### config.mk
export PLATFORM = sky130hd
export DESIGN_NAME = stat_pipe
export DESIGN_NICKNAME = d
export VERILOG_FILES = /design/src/rtl/stat_pipe.sv
export SDC_FILE = /design/constraint.sdc
export NUM_CORES = 1
export LEC_CHECK = 0
export BUFFER_PORTS_ARGS = -buffer_cell sky130_fd_sc_hd__buf_2
export CAP_MARGIN = 20
export CORE_ASPECT_RATIO = 0.75
export CORE_MARGIN = 2
export CORE_UTILIZATION = 52
export DETAILED_ROUTE_END_ITERATION = 8
export MAX_ROUTING_LAYER = met4
export PLACE_DENSITY = 0.78
export RECOVER_POWER = 50
export SYNTH_ARGS = -nofsm -noshare
export SYNTH_HDL_FRONTEND = slang
export SYNTH_SLANG_ARGS = --single-unit
### constraint.sdc
create_clock -name clk_i -period 2.7 [get_ports clk_i]
set_input_delay 0.135 -clock clk_i [delete_from_list [all_inputs] [get_ports clk_i]]
set_output_delay 0.135 -clock clk_i [all_outputs]
set_load 0.05 [all_outputs]
### src/rtl/stat_pipe.sv
// Y86 pipeline status tracker: carries per-instruction status from fetch to writeback,
// merges the data-memory error at the memory stage, and commits a sticky CPU status.
module stat_pipe #(
    parameter int STAGES    = 5,
    parameter int MEM_STAGE = 3,
    parameter int CNT_W     = 32
) (
    input  logic                  clk_i,
    input  logic                  rst_n_i,
    input  logic [3:0]            icode_i,
    input  logic                  instr_valid_i,
    input  logic                  imem_error_i,
    input  logic                  dmem_error_i,
    input  logic [STAGES-1:0]     stall_i,
    input  logic [STAGES-1:0]     bubble_i,
    output logic [2*STAGES-1:0]   stage_stat_o,
    output logic [1:0]            stat_o,
    output logic                  halted_o,
    output logic                  mem_suppress_o,
    output logic [CNT_W-1:0]      cycle_cnt_o,
    output logic [CNT_W-1:0]      retire_cnt_o
);

    localparam int WB = STAGES - 1;

    typedef enum logic [1:0] {
        STAT_AOK = 2'd0,
        STAT_HLT = 2'd1,
        STAT_ADR = 2'd2,
        STAT_INS = 2'd3
    } stat_e;

    logic              r_valid [1:STAGES-1];
    stat_e             r_stat  [1:STAGES-1];
    stat_e             r_cpu_stat;
    logic              r_halted;
    logic [CNT_W-1:0]  r_cycle_cnt;
    logic [CNT_W-1:0]  r_retire_cnt;

    logic              w_valid [0:STAGES-1];
    stat_e             w_eff   [0:STAGES-1];
    logic [2*STAGES-1:0] w_stage_stat;
    logic              w_mem_suppress;
    logic              w_unused;

    // Stage 0 never has a register of its own, so its control bits are don't-cares.
    assign w_unused = ^{stall_i[0], bubble_i[0]};

    // NOTE: every combinational output gets a value on every path, so no latch is inferred.
    always_comb begin
        w_valid[0] = 1'b1;
        if (imem_error_i)
            w_eff[0] = STAT_ADR;
        else if (!instr_valid_i)
            w_eff[0] = STAT_INS;
        else if (icode_i == 4'h1)
            w_eff[0] = STAT_HLT;
        else
            w_eff[0] = STAT_AOK;

        for (int k = 1; k < STAGES; k++) begin
            w_valid[k] = r_valid[k];
            w_eff[k]   = r_valid[k] ? r_stat[k] : STAT_AOK;
            // A data-memory fault only shows on an instruction that is still clean.
            if (k == MEM_STAGE && r_valid[k] && r_stat[k] == STAT_AOK && dmem_error_i)
                w_eff[k] = STAT_ADR;
        end
    end

    always_comb begin
        w_stage_stat   = '0;
        w_mem_suppress = 1'b0;
        for (int k = 0; k < STAGES; k++) begin
            w_stage_stat[2*k +: 2] = w_eff[k];
            if (k >= MEM_STAGE && w_valid[k] && w_eff[k] != STAT_AOK)
                w_mem_suppress = 1'b1;
        end
    end

    // NOTE: state uses non-blocking assignments so every stage samples its neighbour's old value.
    // NOTE: the small stage arrays are reset because valid gates commit and retire counting.
    always_ff @(posedge clk_i or negedge rst_n_i) begin
        if (!rst_n_i) begin
            for (int k = 1; k < STAGES; k++) begin
                r_valid[k] <= 1'b0;
                r_stat[k]  <= STAT_AOK;
            end
        end else if (!r_halted) begin
            for (int k = 1; k < STAGES; k++) begin
                if (bubble_i[k]) begin
                    r_valid[k] <= 1'b0;
                    r_stat[k]  <= STAT_AOK;
                end else if (!stall_i[k]) begin
                    r_valid[k] <= w_valid[k-1];
                    r_stat[k]  <= w_eff[k-1];
                end
            end
        end
    end

    always_ff @(posedge clk_i or negedge rst_n_i) begin
        if (!rst_n_i) begin
            r_cpu_stat   <= STAT_AOK;
            r_halted     <= 1'b0;
            r_cycle_cnt  <= '0;
            r_retire_cnt <= '0;
        end else if (!r_halted) begin
            r_cycle_cnt <= r_cycle_cnt + CNT_W'(1);
            if (r_valid[WB]) begin
                if (w_eff[WB] != STAT_AOK) begin
                    r_cpu_stat <= w_eff[WB];
                    r_halted   <= 1'b1;
                end
                // HLT completes normally; ADR/INS are faults and never retire.
                if (w_eff[WB] == STAT_AOK || w_eff[WB] == STAT_HLT)
                    r_retire_cnt <= r_retire_cnt + CNT_W'(1);
            end
        end
    end

    assign stage_stat_o   = w_stage_stat;
    assign stat_o         = r_cpu_stat;
    assign halted_o       = r_halted;
    assign mem_suppress_o = w_mem_suppress;
    assign cycle_cnt_o    = r_cycle_cnt;
    assign retire_cnt_o   = r_retire_cnt;

endmodule

==> results of run 1 <==
## cell usage after synthesis, types with 2 or more instances
cell type  instances
nor3_1            13
nor4_1             5
xnor2_1           39
nand3_1           21
and3_1             4
inv_1             11
and2_1             5
a21oi_1            4
ha_1               2
nor2_1            21
a22oi_1            8
o21ai_0           15
nand4_1           16
nand2_1           44
xor2_1            23
clkbuf_1           4
nor3b_1            3
dfrtp_1           79
## power breakdown
part           leakage (nW)  switching [mW]  internal (mW)  total (mW)
Combinational         0.985          0.0453         0.0212      0.0666
Sequential             1.03         0.00124           1.18        1.18
Clock                0.0781           0.417          0.329       0.746
Total                  2.09           0.463           1.53        2.00
## routing by layer
layer  GRT usage [%]  vias up  wire length, um
met5               -        -                0
met4            5.63        0               38
met3            5.41        4              447
met2            30.9       89             3110
met1            28.2     1319             3570
li1                -     1359                -
## critical path, cell delays in order, from the launching register on
cell	delay, ps
dfrtp_1	470
or3b_1	500
or4_4	590
nor2_2	160
nand4_1	130
xnor2_1	140
## sequential cells by signal, summed over array words and instances, names as in the netlist
| name | count |
|---|---|
| r_stat | 8 |
| cycle_cnt_o | 32 |
| retire_cnt_o | 32 |
| stat_o | 2 |
| r_valid | 4 |
| halted_o | 1 |
## cell type report
cell class	instances	area, um2	share of cell area, %
clock inverters	6	37.5	0.877
repair buffers	101	490	11.5
well taps	84	105	2.46
inverters	11	41.3	0.965
flip-flops and latches	79	1980	46.2
clock buffers	10	128	2.98
multi-input cells	239	1500	35.1
## kinds of logic after synthesis
logic type,Yosys count,synth area share (%)
muxes,1,0.318
DFF,79,55.9
AOI/OAI and AO/OA,30,5.06
xor gates and xnor gates,62,15.3
and+or+nand+nor,144,21.0
buffers and inverters,16,1.73
adders and majority gates,2,0.707
## through the flow
step | power (mW) | instance area [um2] | setup slack [ps] | hold slack [ps] | cells
floorplan | 1.23 | 3540 | 341 | -161 | 334
global placement | 1.27 | 4110 | 616 | 350 | 509
detailed placement | 1.27 | 4110 | 601 | 361 | 509
CTS | 2.02 | 4320 | 595 | 4.91 | 529
global route | 2.09 | 4280 | 312 | 13.6 | 530
finish | 2.00 | 4280 | 606 | 18.1 | 530
## worst min path at each step
stage	start	endpoint	slack, ps	cells past startpoint
after global placement	rst_n_i	retire_cnt_o[14]	350	1
after detailed placement	rst_n_i	retire_cnt_o[14]	360	1
final	bubble_i[1]	r_valid[3]	20	2
after CTS	bubble_i[1]	r_valid[3]	5	2
after floorplan	rst_n_i	cycle_cnt_o[0]	-160	0
after global routing	bubble_i[1]	r_valid[3]	10	2
==> flow_metrics.env, run 1 <==
export IMPL_r2r_slack_ps=610
export IMPL_ctsResizeCount=0
export IMPL_syn_to_final_growth_pct=20.9
export IMPL_clock_path_buffers=2
export IMPL_insertion_delay_ps=340
export IMPL_n_antenna_cell=0
export IMPL_synth_top_area_share_pct=55.9
export IMPL_route_vias_total=2771
export IMPL_start_kind="register"
export IMPL_setup_violations_final=0
export IMPL_post_route_util_pct=63.9
export IMPL_post_route_min_period_ps=2090
export IMPL_clk_pin_slew_ps=80
export IMPL_die_h_um=75.5
export IMPL_synthArstFlopShare_pct=100
export IMPL_fmax_ghz=0.478
export IMPL_cap_violations=0
export IMPL_r2r_start="halted_o"
export IMPL_wl_per_cell_um=13.5
export IMPL_synth_edf_count=0
export IMPL_timing_rr_end="retire_cnt_o[19]"
export IMPL_hp_class="in -> reg"
export IMPL_htree_levels=3
export IMPL_holdBufCountCts=4
export IMPL_power_density_nw_per_um2=467
export IMPL_hold_viol=0
export IMPL_drtAntennaViolNets=0
export IMPL_fin_nets=462
export IMPL_yosysTopAreaCell="dfrtp_1"
export IMPL_period_share_pct=77.6
export IMPL_most_common_layout_cells="79 x dfrtp_1, 64 x buf_2, 44 x nand2_1, 39 x xnor2_1, 31 x clkbuf_1"
export IMPL_grt_max_degree=80
export IMPL_status="complete, no violations"
export IMPL_fin_skew_ps=8.82
export IMPL_p_leak_nw=2.09
export IMPL_start_util_pct=52.8
export IMPL_cts_made_buffers=9
export IMPL_post_route_drc_count=0
export IMPL_drt_iter0_markers=167
export IMPL_end_kind="register"
export IMPL_yosysSeqAreaShare_pct=55.9
export IMPL_grt_remaining_overflow=0
export IMPL_crit_fanout=7
export IMPL_avgSynthCellArea_um2=10.6
export IMPL_postCtsSetupBuffers=0
export IMPL_path_class="reg -> reg"
export IMPL_coreArea_um2=6700
export IMPL_ys_types=35
export IMPL_critPathRequiredTime_ps=2930
export IMPL_crit_end="retire_cnt_o[19]"
export IMPL_syn_cell_area_um2=3540
export IMPL_syn_nets=355
export IMPL_tightestPinTransition_ps=972
export IMPL_nFillCells=584
export IMPL_clockRootBuffer="clkbuf_8"
export IMPL_final_common_cell="dfrtp_1"
export IMPL_routed_wl_um=7170
export IMPL_layout_drive_gt1_share_pct=19.7
export IMPL_synthTopCellsByArea="dfrtp_1 56%, xnor2_1 9.7%, xor2_1 5.7%, nand2_1 4.7%, nand3_1 3.0%"
export IMPL_grt_pass1_wl_um=11900
export IMPL_detailed_place_hpwl_um=5170
export IMPL_syn_instance_count=334
export IMPL_rsz0062_at_grt="false"
export IMPL_vias_per_cell=5.23
export IMPL_grt_total_usage_pct=20.6
export IMPL_crit_arrival_ps=2330
export IMPL_firstDrtPassIters=4
export IMPL_slew_limit_headroom_pct=35.2
export IMPL_cts_tree="built"
export IMPL_ys_ff_latch=79
export IMPL_port_buffers=94
export IMPL_cts_sinks=79
export IMPL_die_w_um=99.3
export IMPL_antenna_found_initial=0
export IMPL_num_rows=26
export IMPL_tns_ps=0
export IMPL_io_pins=97
export IMPL_grt_pass1_vias=2554
export IMPL_ys_flop_type="dfrtp_1"
export IMPL_gp_congestion=0.781
export IMPL_ys_warn_count=0
export IMPL_reg2reg_depth=5
export IMPL_vdd_drop_max_mv=0.262
export IMPL_final_max_slew_viol_count=0
export IMPL_die_area_um2=7490
export IMPL_crit_start="halted_o"
No activity file was read; power rests on OpenSTA's default activity.
==> run 2, diff against run 1 <==
--- a/config.mk
+++ b/config.mk
@@ -5,14 +5,15 @@
 export SDC_FILE = /design/constraint.sdc
 export NUM_CORES = 1
 export LEC_CHECK = 0
+export ABC_AREA = 1
 export BUFFER_PORTS_ARGS = -buffer_cell sky130_fd_sc_hd__buf_2
 export CAP_MARGIN = 20
 export CORE_ASPECT_RATIO = 0.75
 export CORE_MARGIN = 2
-export CORE_UTILIZATION = 52
+export CORE_UTILIZATION = 49
 export DETAILED_ROUTE_END_ITERATION = 8
 export MAX_ROUTING_LAYER = met4
-export PLACE_DENSITY = 0.78
+export PLACE_DENSITY = 0.75
 export RECOVER_POWER = 50
 export SYNTH_ARGS = -nofsm -noshare
 export SYNTH_HDL_FRONTEND = slang
==> constraint.sdc (replaced) <==
create_clock -name clk_i -period 1.8 [get_ports clk_i]
set_input_delay 0.09 -clock clk_i [delete_from_list [all_inputs] [get_ports clk_i]]
set_output_delay 0.09 -clock clk_i [all_outputs]
set_load 0.05 [all_outputs]
==> flow_metrics.env, run 2 <==
export IMPL_hp_class="in -> reg"
export IMPL_ys_ff_latch=79
export IMPL_drtAntennaViolNets=0
export IMPL_swShare_pct=35.3
export IMPL_ys_warn_count=0
export IMPL_cts_made_buffers=9
export IMPL_num_rows=29
export IMPL_topRoutingLayerUsed="met4"
export IMPL_grt_max_degree=42
export IMPL_regArea_um2=1980
export IMPL_die_area_um2=9450
export IMPL_synth_edf_count=0
export IMPL_clock_path_buffers=2
export IMPL_instances_no_fill=753
export IMPL_critPathRequiredTime_ps=2020
export IMPL_final_max_slew_viol_count=0
export IMPL_yosysTopAreaCell="dfrtp_1"
export IMPL_clockRootBuffer="clkbuf_16"
export IMPL_p_clk_share_pct=35.7
export IMPL_avgSynthCellArea_um2=7.95
export IMPL_setup_violations_final=0
export IMPL_rsz0062_at_grt="false"
export IMPL_ctsResizeCount=0
export IMPL_crit_arrival_ps=1830
export IMPL_syn_to_final_growth_pct=20.8
export IMPL_synthTopCellsByArea="dfrtp_1 46%, nand2_1 14%, inv_1 6.8%, nor2_1 5.0%, nand3_1 4.4%"
export IMPL_postCtsSetupBuffers=0
export IMPL_n_antenna_cell=0
export IMPL_grt_remaining_overflow=0
export IMPL_fmax_ghz=0.623
export IMPL_vdd_drop_max_mv=1.17
export IMPL_worst_path_largest_cell_delay_ps=410
export IMPL_end_kind="register"
export IMPL_insertion_delay_ps=340
export IMPL_grt_pass1_wl_um=16600
export IMPL_port_buffers=94
export IMPL_syn_instance_count=535
export IMPL_p_total_mw=5.16
export IMPL_hold_viol=0
export IMPL_wl_per_cell_um=12.9
export IMPL_io_pins=97
export IMPL_die_h_um=84.7
export IMPL_multi_input_area_um2=1970
export IMPL_p_int_mw=3.34
export IMPL_status="complete, no violations"
export IMPL_p_seq_share_pct=41.5
export IMPL_ys_flop_type="dfrtp_1"
export IMPL_firstDrtPassIters=4
export IMPL_synth_top_area_share_pct=46.5
export IMPL_post_route_drc_count=0
export IMPL_combPwrFrac_pct=22.8
export IMPL_syn_cell_area_um2=4250
export IMPL_wl_met1_um=4660
export IMPL_post_route_min_period_ps=1600
export IMPL_synth_most_common_cell="nand2_1"
export IMPL_detailed_place_hpwl_um=7220
export IMPL_gp_congestion=0.857
export IMPL_fin_skew_ps=9.69
export IMPL_fin_nets=662
export IMPL_start_util_pct=50.3
export IMPL_coreArea_um2=8450
export IMPL_dp_cells=737
export IMPL_period_share_pct=89.1
export IMPL_antenna_found_initial=0
export IMPL_route_vias_total=3817
export IMPL_net_switching_power_mw=1.82
export IMPL_path_class="reg -> reg"
export IMPL_dr_wl_met3_um=512
export IMPL_critPathSlowestCell="dfrtp_1"
export IMPL_syn_nets=556
export IMPL_tightestPinTransition_ps=989
export IMPL_layout_drive_gt1_share_pct=16.1
export IMPL_tns_ps=0
export IMPL_htree_levels=3
export IMPL_vias_per_cell=5.07
export IMPL_drt_iter0_markers=206
export IMPL_nFillCells=773
export IMPL_routed_wl_um=9680
export IMPL_start_kind="register"
export IMPL_final_common_cell="nand2_1"
export IMPL_die_w_um=112
export IMPL_cts_tree="built"
export IMPL_power_density_nw_per_um2=1000
export IMPL_synthTopCellsByCount="156 x nand2_1, 79 x dfrtp_1, 77 x inv_1"
export IMPL_path_cells="ha_1 > nand4_1 > nor2_1 > nand2_1 > o21ai_0 > nand2_1"
export IMPL_p_leak_nw=2.63
export IMPL_crit_fanout=4
export IMPL_grt_pass1_vias=3521
export IMPL_yosysSeqAreaShare_pct=46.5
export IMPL_slew_limit_headroom_pct=34.1
export IMPL_cts_sinks=79
export IMPL_ys_types=31
export IMPL_grt_total_usage_pct=22.4
export IMPL_most_common_layout_cells="156 x nand2_1, 79 x dfrtp_1, 77 x inv_1, 63 x buf_2, 57 x nor2_1"
export IMPL_dr_wl_met2_um=4410
export IMPL_synthArstFlopShare_pct=100
export IMPL_cp_common_cell="nand2_1"
export IMPL_cap_violations=0
export IMPL_clk_pin_slew_ps=60
[run 2: layout make-up]
class	count	area share (%)
multi-input combinational	376	38.3
clock buffer	11	4.72
sequential	79	38.5
timing repair buffer	97	9.15
clock inverter	4	1.07
tap	108	2.63
inverter	78	5.70
[run 2: final timing paths]
check	cells after the start	slack, ps	to	from
hold / removal	3	50	r_stat[7]	imem_error_i
setup / recovery	6	200	cycle_cnt_o[26]	cycle_cnt_o[0]
hold reg to reg	2	500	cycle_cnt_o[31]	cycle_cnt_o[31]
max in group asynchronous	3	600	retire_cnt_o[31]	rst_n_i
setup reg to reg	6	200	cycle_cnt_o[26]	cycle_cnt_o[0]
min in group asynchronous	2	450	retire_cnt_o[7]	rst_n_i
[run 2: routing by layer]
layer  vias up  GRT usage (%)
li1       1907              -
met1      1796           30.0
met2       106           34.5
met3         8           4.69
met4         0           7.07
met5         -              -
[run 2: critical path: cells and delay by family (launching register included)]
kind / cells / cell delay [ps]
compound gates: 1 / 170
fa+ha+maj: 1 / 210
flops: 1 / 410
simple gates: 4 / 700
[run 2: power by group through the flow]
stage	Combinational, mW	Sequential (mW)	Clock [mW]
after floorplan	0.465	2.58	0
after global placement	1.19	2.16	0
after detailed placement	1.22	2.16	0
after CTS	1.22	2.14	1.87
after global routing	1.27	2.16	1.95
final	1.18	2.14	1.84
[run 2: stage by stage]
step	hold WS, ps	area [um2]	util (%)	setup slack (ps)
2_1_floorplan	-206	4250	-	17.9
3_3_place_gp	90.5	4880	57.7	271
3_5_place_dp	94.2	4880	57.7	195
4_1_cts	44.1	5190	61.3	181
5_1_grt	82.9	5140	60.8	52.3
6_report	51.0	5140	60.8	196
[run 2: cells by family (layout without fill, tap and decap cells)]
group / Yosys count / in the layout / synth area share, %
and+or+nand+nor: 315 / 315 / 35.5
buffers and inverters: 80 / 190 / 7.15
DFF: 79 / 79 / 46.5
xor gates and xnor gates: 35 / 35 / 7.21
AOI/OAI and AO/OA: 24 / 24 / 3.06
adders and majority gates: 2 / 2 / 0.588
[run 2: timing repair]
action,in CTS,in global routing
hold buffers,1,0
setup endpoints to repair,0,0
hold endpoints to repair,38,0
==> run 3, diff against run 2 <==
--- a/config.mk
+++ b/config.mk
@@ -5,12 +5,11 @@
 export SDC_FILE = /design/constraint.sdc
 export NUM_CORES = 1
 export LEC_CHECK = 0
-export ABC_AREA = 1
 export BUFFER_PORTS_ARGS = -buffer_cell sky130_fd_sc_hd__buf_2
 export CAP_MARGIN = 20
 export CORE_ASPECT_RATIO = 0.75
 export CORE_MARGIN = 2
-export CORE_UTILIZATION = 49
+export CORE_UTILIZATION = 47
 export DETAILED_ROUTE_END_ITERATION = 8
 export MAX_ROUTING_LAYER = met4
 export PLACE_DENSITY = 0.75
==> constraint.sdc (replaced) <==
create_clock -name clk_i -period 1.3 [get_ports clk_i]
set_input_delay 0.065 -clock clk_i [delete_from_list [all_inputs] [get_ports clk_i]]
set_output_delay 0.065 -clock clk_i [all_outputs]
set_load 0.05 [all_outputs]
==> flow_metrics.env, run 3 (same netlist as run 1, synthesis figures left out) <==
export IMPL_status="complete, but fails checks"
export IMPL_violations="negative setup slack"
export IMPL_cap_violations=0
export IMPL_n_antenna_cell=0
export IMPL_path_cells="or3b_4 > or4_4 > nor3_2 > xnor2_1"
export IMPL_timing_final_ws_setup_ps=-525
export IMPL_clock_path_buffers=2
export IMPL_layout_drive_gt1_share_pct=60.7
export IMPL_antenna_found_initial=0
export IMPL_routed_wl_um=11700
export IMPL_grt_remaining_overflow=0
export IMPL_r2r_start="r_stat[1]"
export IMPL_route_vias_total=3493
export IMPL_cp_top_family="simple AND/OR/NAND/NOR gates"
export IMPL_vias_per_cell=5.26
export IMPL_r2r_slack_ps=-520
export IMPL_cp_depth=4
export IMPL_vdd_drop_max_mv=0.559
export IMPL_wl_per_cell_um=17.6
export IMPL_clk_pin_slew_ps=80
export IMPL_crit_arrival_ps=2100
export IMPL_holdPathEnd="r_valid[3]"
export IMPL_start_kind="register"
export IMPL_clockRootBuffer="clkbuf_8"
export IMPL_syn_to_final_growth_pct=73.7
export IMPL_htree_levels=3
export IMPL_p_leak_nw=3.22
export IMPL_regArea_um2=2010
export IMPL_cts_tree="built"
export IMPL_reg2reg_depth=4
export IMPL_dp_cells=619
export IMPL_power_density_nw_per_um2=766
export IMPL_crit_start="r_stat[1]"
export IMPL_path_class="reg -> reg"
export IMPL_nFillCells=402
export IMPL_hold_viol=0
export IMPL_critPathRequiredTime_ps=1580
export IMPL_worst_path_largest_cell_delay_ps=480
export IMPL_grt_pass1_vias=3318
export IMPL_detailed_place_hpwl_um=6520
export IMPL_drtAntennaViolNets=0
export IMPL_fmax_ghz=0.548
export IMPL_timing_rr_end="retire_cnt_o[15]"
export IMPL_insertion_delay_ps=360
export IMPL_end_kind="register"
export IMPL_post_route_drc_count=0
export IMPL_die_h_um=79.2
export IMPL_tns_ps=-18570
export IMPL_post_route_min_period_ps=1820
export IMPL_grt_max_degree=33
export IMPL_final_max_slew_viol_count=0
export IMPL_dpl_cell_area_um2=5090
export IMPL_grt_total_usage_pct=24.9
export IMPL_cts_made_buffers=9
export IMPL_firstDrtPassIters=4
export IMPL_setup_violations_final=61
export IMPL_die_w_um=104
export IMPL_whs_path_depth=4
export IMPL_io_pins=97
export IMPL_crit_fanout=3
export IMPL_fin_nets=579
export IMPL_grt_pass1_wl_um=15700
export IMPL_fin_skew_ps=9.85
export IMPL_cts_sinks=79
export IMPL_multi_input_area_um2=2110
export IMPL_final_area_um2=6150
export IMPL_start_util_pct=48.3
export IMPL_coreArea_um2=7330
export IMPL_critPathSlowestCell="or4_4"
export IMPL_most_common_layout_cells="85 x buf_4, 78 x buf_2, 52 x dfrtp_1, 36 x buf_6, 33 x nand2_1"
export IMPL_drt_iter0_markers=178
export IMPL_die_area_um2=8250
export IMPL_hp_class="in -> reg"
export IMPL_critPathBufInv=0
export IMPL_port_buffers=94
export IMPL_hold_start="stall_i[1]"
export IMPL_instances_no_fill=664
export IMPL_gp_congestion=0.849
export IMPL_final_common_cell="buf_4"
export IMPL_rsz0062_at_grt="true"
export IMPL_num_rows=27
export IMPL_dpl_worst_slack_ps=-496
export IMPL_period_share_pct=140
export IMPL_tightestPinTransition_ps=884
export IMPL_slew_limit_headroom_pct=41.1
-- run 3: changes by cell type in the layout (fill, tap and decap cells not counted), moves of 15 or more --
cell	before	now
nor2_1	57	7
dfrtp_1	79	52
dfrtp_2	0	27
nand2_1	156	33
buf_2	63	78
nand3_1	37	8
buf_6	0	36
buf_4	1	85
inv_1	77	8
clkbuf_1	31	1
-- run 3: routing by layer --
metal | global-route usage [%] | part of all wire (%) | up-vias
li1 | - | - | 1610
met3 | 5.01 | 4.2 | 26
met1 | 30.7 | 42 | 1728
met2 | 42.2 | 51 | 129
met5 | - | 0 | -
met4 | 7.30 | 3.0 | 0
-- run 3: through the flow --
step / power [mW] / util (%) / hold slack, ps
floorplan: 2.55 / - / -231
global route: 4.87 / 83.9 / 44.2
finish: 4.71 / 83.9 / 24.2
global placement: 2.66 / 69.5 / 34.8
CTS: 4.72 / 78.2 / 10.3
detailed placement: 2.66 / 69.5 / 38.6
-- run 3: worst max path at each step --
stage	endpoint	slack (ps)
finish	retire_cnt_o[15]	-520
global route	retire_cnt_o[19]	-560
CTS	retire_cnt_o[23]	-450
detailed placement	retire_cnt_o[27]	-500
global placement	retire_cnt_o[19]	-460
floorplan	retire_cnt_o[19]	-840
-- run 3: power breakdown --
group / internal, mW / switching, mW
clock: 1.14 / 0.944
sequential: 2.46 / 0.00300
combinational: 0.0548 / 0.104
total: 3.66 / 1.05
-- run 3: cell type report --
type	count	share of cell area, %
timing repair buffer	218	26.4
multi-input combinational	239	34.3
tap	101	2.06
clock buffer	10	2.24
inverter	11	0.753
sequential	79	32.7
clock inverter	6	1.49
-- run 3: what timing repair did --
action	CTS	global route
setup buffers	18	9
cloned	0	1
hold endpoints to repair	40	0
hold buffers	5	0
gates resized for setup	58	84
pin swaps	33	52
setup endpoints to repair	69	75
-- run 3: tightest hold or removal path, cell delays in order --
cell and delay [ps]:
buf_2 110, nor2_1 50, nor2_1 80, a21oi_1 50
